## config.mk

```make
export PLATFORM = sky130hd
export DESIGN_NAME = pipeline_hazard_ctrl
export DESIGN_NICKNAME = d
export VERILOG_FILES = /design/src/rtl/pipeline_hazard_ctrl.sv
export SDC_FILE = /design/constraint.sdc
export NUM_CORES = 1
export LEC_CHECK = 0
export ABC_AREA = 1
export BUFFER_PORTS_ARGS = -buffer_cell sky130_fd_sc_hd__buf_4
export CAP_MARGIN = 20
export CORE_ASPECT_RATIO = 1.1
export CORE_MARGIN = 2
export CORE_UTILIZATION = 25
export DETAILED_ROUTE_END_ITERATION = 10
export PLACE_DENSITY_LB_ADDON = 0.12
export SETUP_SLACK_MARGIN = 0.4
export SYNTH_ARGS = -nofsm -noshare
export SYNTH_HDL_FRONTEND = slang
export SYNTH_SLANG_ARGS = --single-unit
```

## constraint.sdc

```tcl
create_clock -name clk -period 2.5 [get_ports clk]
set_clock_uncertainty 0.1 [all_clocks]
set_input_delay 0.375 -clock clk [delete_from_list [all_inputs] [get_ports clk]]
set_output_delay 0.375 -clock clk [all_outputs]
set_load 0.005 [all_outputs]
```

## src/rtl/pipeline_hazard_ctrl.sv

```systemverilog
// Pipeline hazard controller: stall/flush/forward decisions plus memory-wait FSM and stall counters.
// Optional macro FORWARDING_EN enables E-stage operand forwarding (otherwise stall on any RAW).
module pipeline_hazard_ctrl (
  input  logic        clk,
  input  logic        rst_n,
  input  logic [4:0]  rs1_addr_d_i,
  input  logic [4:0]  rs2_addr_d_i,
  input  logic [4:0]  rs1_addr_e_i,
  input  logic [4:0]  rs2_addr_e_i,
  input  logic [4:0]  rd_addr_e_i,
  input  logic        reg_write_e_i,
  input  logic [1:0]  result_src_e_i,
  input  logic [4:0]  rd_addr_m_i,
  input  logic        reg_write_m_i,
  input  logic [4:0]  rd_addr_w_i,
  input  logic        reg_write_w_i,
  input  logic        pc_src_e_i,
  input  logic        dmem_req_m_i,
  input  logic        dmem_ready_i,
  output logic        stall_f_o,
  output logic        stall_d_o,
  output logic        stall_e_o,
  output logic        stall_m_o,
  output logic        flush_d_o,
  output logic        flush_e_o,
  output logic [1:0]  forward_a_e_o,
  output logic [1:0]  forward_b_e_o,
  output logic [1:0]  state_o,
  output logic        timeout_o,
  output logic [15:0] stall_cnt_o
);

  localparam logic [1:0] StRun     = 2'b00;
  localparam logic [1:0] StMemWait = 2'b01;

  logic        mem_wait;
  logic        hit_e;
  logic        data_hazard;
  logic [1:0]  state_q, state_d;
  logic [7:0]  wait_cnt_q, wait_cnt_d;
  logic        timeout_q, timeout_d;
  logic [15:0] stall_cnt_q, stall_cnt_d;

  assign mem_wait = dmem_req_m_i & ~dmem_ready_i;

  // x0 is excluded from every match so it never stalls or forwards.
  assign hit_e = reg_write_e_i && (rd_addr_e_i != 5'd0) &&
                 ((rd_addr_e_i == rs1_addr_d_i) || (rd_addr_e_i == rs2_addr_d_i));

`ifdef FORWARDING_EN
  assign data_hazard = hit_e && (result_src_e_i == 2'b01);

  always_comb begin
    forward_a_e_o = 2'b00;
    if (reg_write_m_i && (rd_addr_m_i != 5'd0) && (rd_addr_m_i == rs1_addr_e_i)) begin
      forward_a_e_o = 2'b10;
    end else if (reg_write_w_i && (rd_addr_w_i != 5'd0) && (rd_addr_w_i == rs1_addr_e_i)) begin
      forward_a_e_o = 2'b01;
    end
  end

  always_comb begin
    forward_b_e_o = 2'b00;
    if (reg_write_m_i && (rd_addr_m_i != 5'd0) && (rd_addr_m_i == rs2_addr_e_i)) begin
      forward_b_e_o = 2'b10;
    end else if (reg_write_w_i && (rd_addr_w_i != 5'd0) && (rd_addr_w_i == rs2_addr_e_i)) begin
      forward_b_e_o = 2'b01;
    end
  end
`else
  logic hit_m;
  logic hit_w;
  logic unused_fwd_inputs;

  assign hit_m = reg_write_m_i && (rd_addr_m_i != 5'd0) &&
                 ((rd_addr_m_i == rs1_addr_d_i) || (rd_addr_m_i == rs2_addr_d_i));
  assign hit_w = reg_write_w_i && (rd_addr_w_i != 5'd0) &&
                 ((rd_addr_w_i == rs1_addr_d_i) || (rd_addr_w_i == rs2_addr_d_i));

  // Without forwarding every in-flight writer is a hazard until it retires.
  assign data_hazard = hit_e | hit_m | hit_w;

  assign forward_a_e_o = 2'b00;
  assign forward_b_e_o = 2'b00;

  assign unused_fwd_inputs = ^{rs1_addr_e_i, rs2_addr_e_i, result_src_e_i};
`endif

  // Priority: memory wait > redirect > data hazard.
  always_comb begin
    stall_f_o = 1'b0;
    stall_d_o = 1'b0;
    stall_e_o = 1'b0;
    stall_m_o = 1'b0;
    flush_d_o = 1'b0;
    flush_e_o = 1'b0;
    if (mem_wait) begin
      stall_f_o = 1'b1;
      stall_d_o = 1'b1;
      stall_e_o = 1'b1;
      stall_m_o = 1'b1;
    end else if (pc_src_e_i) begin
      flush_d_o = 1'b1;
      flush_e_o = 1'b1;
    end else if (data_hazard) begin
      stall_f_o = 1'b1;
      stall_d_o = 1'b1;
      flush_e_o = 1'b1;
    end
  end

  always_comb begin
    state_d     = state_q;
    wait_cnt_d  = wait_cnt_q;
    timeout_d   = timeout_q;
    stall_cnt_d = stall_cnt_q;

    case (state_q)
      StRun: begin
        if (mem_wait) begin
          state_d    = StMemWait;
          wait_cnt_d = 8'd0;
        end
      end
      StMemWait: begin
        if (!mem_wait) begin
          state_d = StRun;
        end else if (wait_cnt_q != 8'hFF) begin
          wait_cnt_d = wait_cnt_q + 8'd1;
        end
      end
      default: state_d = StRun;
    endcase

    if (wait_cnt_d == 8'hFF) begin
      timeout_d = 1'b1;
    end

    if (stall_f_o && (stall_cnt_q != 16'hFFFF)) begin
      stall_cnt_d = stall_cnt_q + 16'd1;
    end
  end

  always_ff @(posedge clk or negedge rst_n) begin
    if (!rst_n) begin
      state_q     <= StRun;
      wait_cnt_q  <= 8'd0;
      timeout_q   <= 1'b0;
      stall_cnt_q <= 16'd0;
    end else begin
      state_q     <= state_d;
      wait_cnt_q  <= wait_cnt_d;
      timeout_q   <= timeout_d;
      stall_cnt_q <= stall_cnt_d;
    end
  end

  assign state_o     = state_q;
  assign timeout_o   = timeout_q;
  assign stall_cnt_o = stall_cnt_q;

endmodule
```

### After elaboration in Yosys (flattened, before gate mapping)

Index checks and enable logic that the tools add are counted.

| storage, ports and cells | value |
|---|---|
| flip-flop bits (word level) | 27 |
| output and inout port bits | 29 |
| logic and storage cells | 52 |

| cells by class | value |
|---|---|
| $add $sub $neg | 2 |
| equal/unequal tests | 12 |
| muxes and demuxes | 15 |
| bitwise logic cells | 4 |
| reductions and logical operators | 15 |

Operator list:

| kind | number |
|---|---|
| $eq 5x5->1 | 6 |
| $mux 8 | 3 |
| $add 16x1->16 const B | 1 |
| $ne 16x16->1 const B | 1 |
| $pmux 8 s2 | 1 |
| $reduce_bool 5->1 | 3 |
| $add 8x1->8 const B | 1 |
| $eq 8x8->1 const B | 1 |
| $mux 1 | 8 |
| $ne 8x8->1 const B | 1 |
| $logic_and 1x1->1 | 7 |
| $mux 2 | 2 |
| $ne 2x2->1 const B | 2 |
| $pmux 2 s2 | 1 |
| $logic_or 1x1->1 | 3 |
| $eq 2x1->1 const B | 1 |
| $logic_not 2->1 | 1 |
| $or 1x1->1 | 2 |
| $reduce_and 2->1 | 1 |
| $and 1x1->1 | 1 |
| $not 1->1 | 1 |

### Longest topological paths before layout

| depth | value |
|---|---|
| word-level depth | 9 |
| gate-level depth with buffers | 13 |

### Worst setup path before layout

No wires, ideal clock.

| timing path | value |
|---|---|
| kind | input -> output |
| start | input port rd_addr_m_i[4] |
| end | output port stall_f_o |
| data arrival time | 1.447 ns |
| path slack | 0.578 ns |
| cell stages on the path | 12 |
| cell sequence | inv_1 > nand2_1 > nand2_1 > nor2_1 > nand3_1 > nand2_1 > nand2_1 > nand4_4 > buf_2 > inv_2 > nor2_1 > buf_4 |

| on the way | value |
|---|---|
| longest elaborated chain between the ends | 8 |
| elaborated cells between the ends (all ways) | 11 |

RTL lines:

| item | RTL line | source |
|---|---|---|
| start, declared | 13 | `input logic [4:0] rd_addr_m_i,` |
| $eq 5x5->1 or $reduce_bool 5->1 (tied branches) | 76, 75 |  |
| $logic_or 1x1->1 or $logic_and 1x1->1 (tied branches) | 76, 75 |  |
| $logic_and 1x1->1 * | 75 | `assign hit_m = reg_write_m_i && (rd_addr_m_i != 5'd0) &&` |
| $or 1x1->1 * (2 in series) | 81 | `assign data_hazard = hit_e \| hit_m \| hit_w;` |
| $mux 1 * (3 in series) | n/a |  |
| end, declared | 20 | `output logic stall_f_o,` |

Every way passes the cells marked *; elsewhere a longest branch is shown, timed or not.

### Final worst setup path

| timing path | value |
|---|---|
| start | input port dmem_ready_i |
| end | output port stall_d_o |

| on the way | value |
|---|---|
| longest elaborated chain between the ends | 3 |

RTL lines:

| item | RTL line | source |
|---|---|---|
| start, declared | 19 | `input logic dmem_ready_i,` |
| $not 1->1 | 44 | `assign mem_wait = dmem_req_m_i & ~dmem_ready_i;` |
| $and 1x1->1 | 44 |  |
| $mux 1 | 97 | `if (mem_wait) begin` |
| end, declared | 21 | `output logic stall_d_o,` |

No other way between the ends.

==> impl_results.md <==
* Sink Count at 26
* Largest net degree at the start of global routing at 27
* Setup Buffers After CTS at 0
* Part of the power in the clock network at 0.218
* Synthesis-to-layout area growth at 26.19%
* Slew @ Worst Pin at 0.4972 ns
* First-pass GRT wire length at 9556 um
* Number of placement rows at 36
* Ports at 74
* Worst vdd ir at 0.1845 mV
* Starting Density at 0.2547
* Area of the core at ~0.0087 mm2
* Layout Nets at about 450
* DP Wirelength at between 4000 and 5000 um
* Final Hold Violating Endpoints at 0
* Top post-synthesis cells by count: nand2_1, inv_1, nor2_1
* Synth top area cells: dfrtp_1, nand2_1, inv_1
* WS Path Type: primary input to primary output
* Wire per inst at 11.53 um
* YS warnings at 0
* Reg power frac at 0.460
* Switching share of total power at 0.3406
* Drt pass-1 iters at 4
* DIE WIDTH at 93.97 um
* Layout Utilization at 0.3214
* Die area at 0.009675 mm2
* Mapped Avg Cell Area at about 6.4 um2
* Hold WC Path Type: primary input to flip-flop
* Final min period at 1.956 ns
* CTS tree: built
* Setup WS post-layout at 0.5445 ns
* Internal Power at 0.7419 mW
* Vias at 2251
* Slew HR at 0.6678
* IO Port Bufs at 56
* Antenna diodes at 0
* Mapped Cells at 349
* Num CTS Buffers at 3
* RSZ-0062 raised after global routing: no
* Crit. End Element: primary output
* Sequential fraction of the synthesis area at 0.2923
* Remaining DRCs at 0
* Cell variety after synth at 25
* Critical Path RT at 2.03 ns
* Top_reg_cell synth: dfrtp_1
* Final setup fails at 0
* Critical Path AT at 1.48 ns
* Avg Vias per Cell at 4.337
* Worst-path clk slew at approximately 0.090 ns
* Max clock buf depth at 2
* Root Buffer: clkbuf_8
* Leakage at 1.576 nW
* Max-cap viol count at 0
* Sw power at between 0.3 and 0.4 mW
* Antenna violations before repair at 0
* Die height at 103.0 um
* Post-synthesis async set-or-reset flop share at 1.000
* Clock H-tree levels at 1
* Multi-input logic area at 0.001320 mm2
* Power density over the cells at 400.5 mW/mm2
* Yosys top cell by area: dfrtp_1
* Post-Syn Area at 0.002226 mm2
* Post-Route WL at 5986 um
* Clock Latency Late Sink at 0.27 ns
* Total Routing Usage GR at 0.1226
* Worst hold slack at 0.1692 ns
* Via count of the first global-routing pass at about 2100
* Status: complete, no violations
* Number of flops mapped to enable cells by yosys at 0
* #FFs+latches synth at 26
* Crit share post-route at 0.7822
* Worst-path fanout max at 11
* Pre-CTS setup slack at 0.4536 ns
* Setup Total Neg Slack at 0 ns
* Share of post-route cells with drive strength above 1 at 0.2148
* Total area of sequential cells at 653.1 um2
* Logic gate share of total power at 0.322
* Final global-route overflow total at 0
* GPL Wtd Cong at 0.8351
* Power, Total at 1.125 mW
* FMAX at 0.5114 GHz
* Area share of the largest cell type after synthesis at 0.2923
* Filler instances at 984
* Antenna-violating nets left at 0
* Max-slew violation count at 0
* Most frequent cell after synthesis: nand2_1
* DRT iter0 DRCs at 52
* Worst Setup Start Kind: primary input
[final timing paths]
kind                           startpoint              to  slack (ns)  cells after the start
min in group asynchronous           rst_n      state_o[0]        0.45                      2
min                          dmem_ready_i      state_o[0]        0.17                      2
max                          dmem_ready_i       stall_d_o        0.54                      7
min reg2reg                     timeout_o       timeout_o        0.39                      2
max reg2reg                stall_cnt_o[0]  stall_cnt_o[4]        0.57                      9
max in group asynchronous           rst_n  stall_cnt_o[1]        1.56                      2
[power by group through the flow]
stage / combinational [mW] / sequential (mW) / clock, mW
detailed placement: 0.363 / 0.525 / 0
floorplan: 0.204 / 0.515 / 0
finish: 0.362 / 0.518 / 0.245
global placement: 0.362 / 0.525 / 0
global route: 0.419 / 0.530 / 0.272
CTS: 0.366 / 0.517 / 0.257
[area by class of cell]
| class | count | share of cell area |
|---|---|---|
| Sequential cell | 26 | 0.2325 |
| Inverter | 53 | 0.07082 |
| Multi-Input combinational cell | 263 | 0.4699 |
| Timing Repair Buffer | 60 | 0.1612 |
| Tap cell | 114 | 0.05078 |
| Clock buffer | 3 | 0.01470 |
[critical path, cell delays in order]
cell	delay [ns]
buf_4	0.12
nor2_4	0.10
inv_2	0.08
nand2_1	0.38
inv_1	0.12
nor2_1	0.16
buf_4	0.13
[cells in the final DEF, fill, tap and decap left out, drive strengths merged]
master and instances:
a21oi 2, buf 59, clkbuf 3, clkinv 1
conb 5, dfrtp 26, dlygate4sd3 1, ha 2
inv 52, nand2 134, nand3 27, nand4 23
nor2 32, nor3 4, nor3b 1, o21ai 7
xnor2 13, xor2 13
[logic make-up (layout without fill, tap and decap cells)]
logic type	Yosys count	in the layout	synth area share
other cells	1	5	0.001685
buf+inv	65	116	0.1270
flops	26	26	0.2923
xor+xnor	26	26	0.1023
compound gates	9	9	0.02023
simple gates	220	221	0.4452
fa+ha+maj	2	2	0.01124
[layer usage]
metal | GRT usage | up-vias | part of all wire
met5 | 0 | - | 0
met3 | 0.009503 | 5 | 0.044
met1 | 0.1734 | 1002 | 0.50
li1 | - | 1191 | -
met2 | 0.2038 | 53 | 0.44
met4 | 0.03010 | 0 | 0.0097
[per-stage QoR]
| step | instance area, um2 | instances |
|---|---|---|
| after floorplan | 2241 | 353 |
| after global placement | 2743 | 514 |
| after detailed placement | 2743 | 514 |
| after CTS | 2794 | 518 |
| after global routing | 2809 | 519 |
| final | 2809 | 519 |
[registers in the layout, summed over array words and instances, names as in the netlist]
| name | flops |
|---|---|
| stall_cnt_o | 16 |
| wait_cnt_q | 8 |
| state_o | 1 |
| timeout_o | 1 |
[repair_timing]
item,CTS,global route
setup endpoints to repair,0,16
hold endpoints to repair,26,0
resized for setup,0,4
hold buffers,1,0
(Power assumes the default switching activity.)
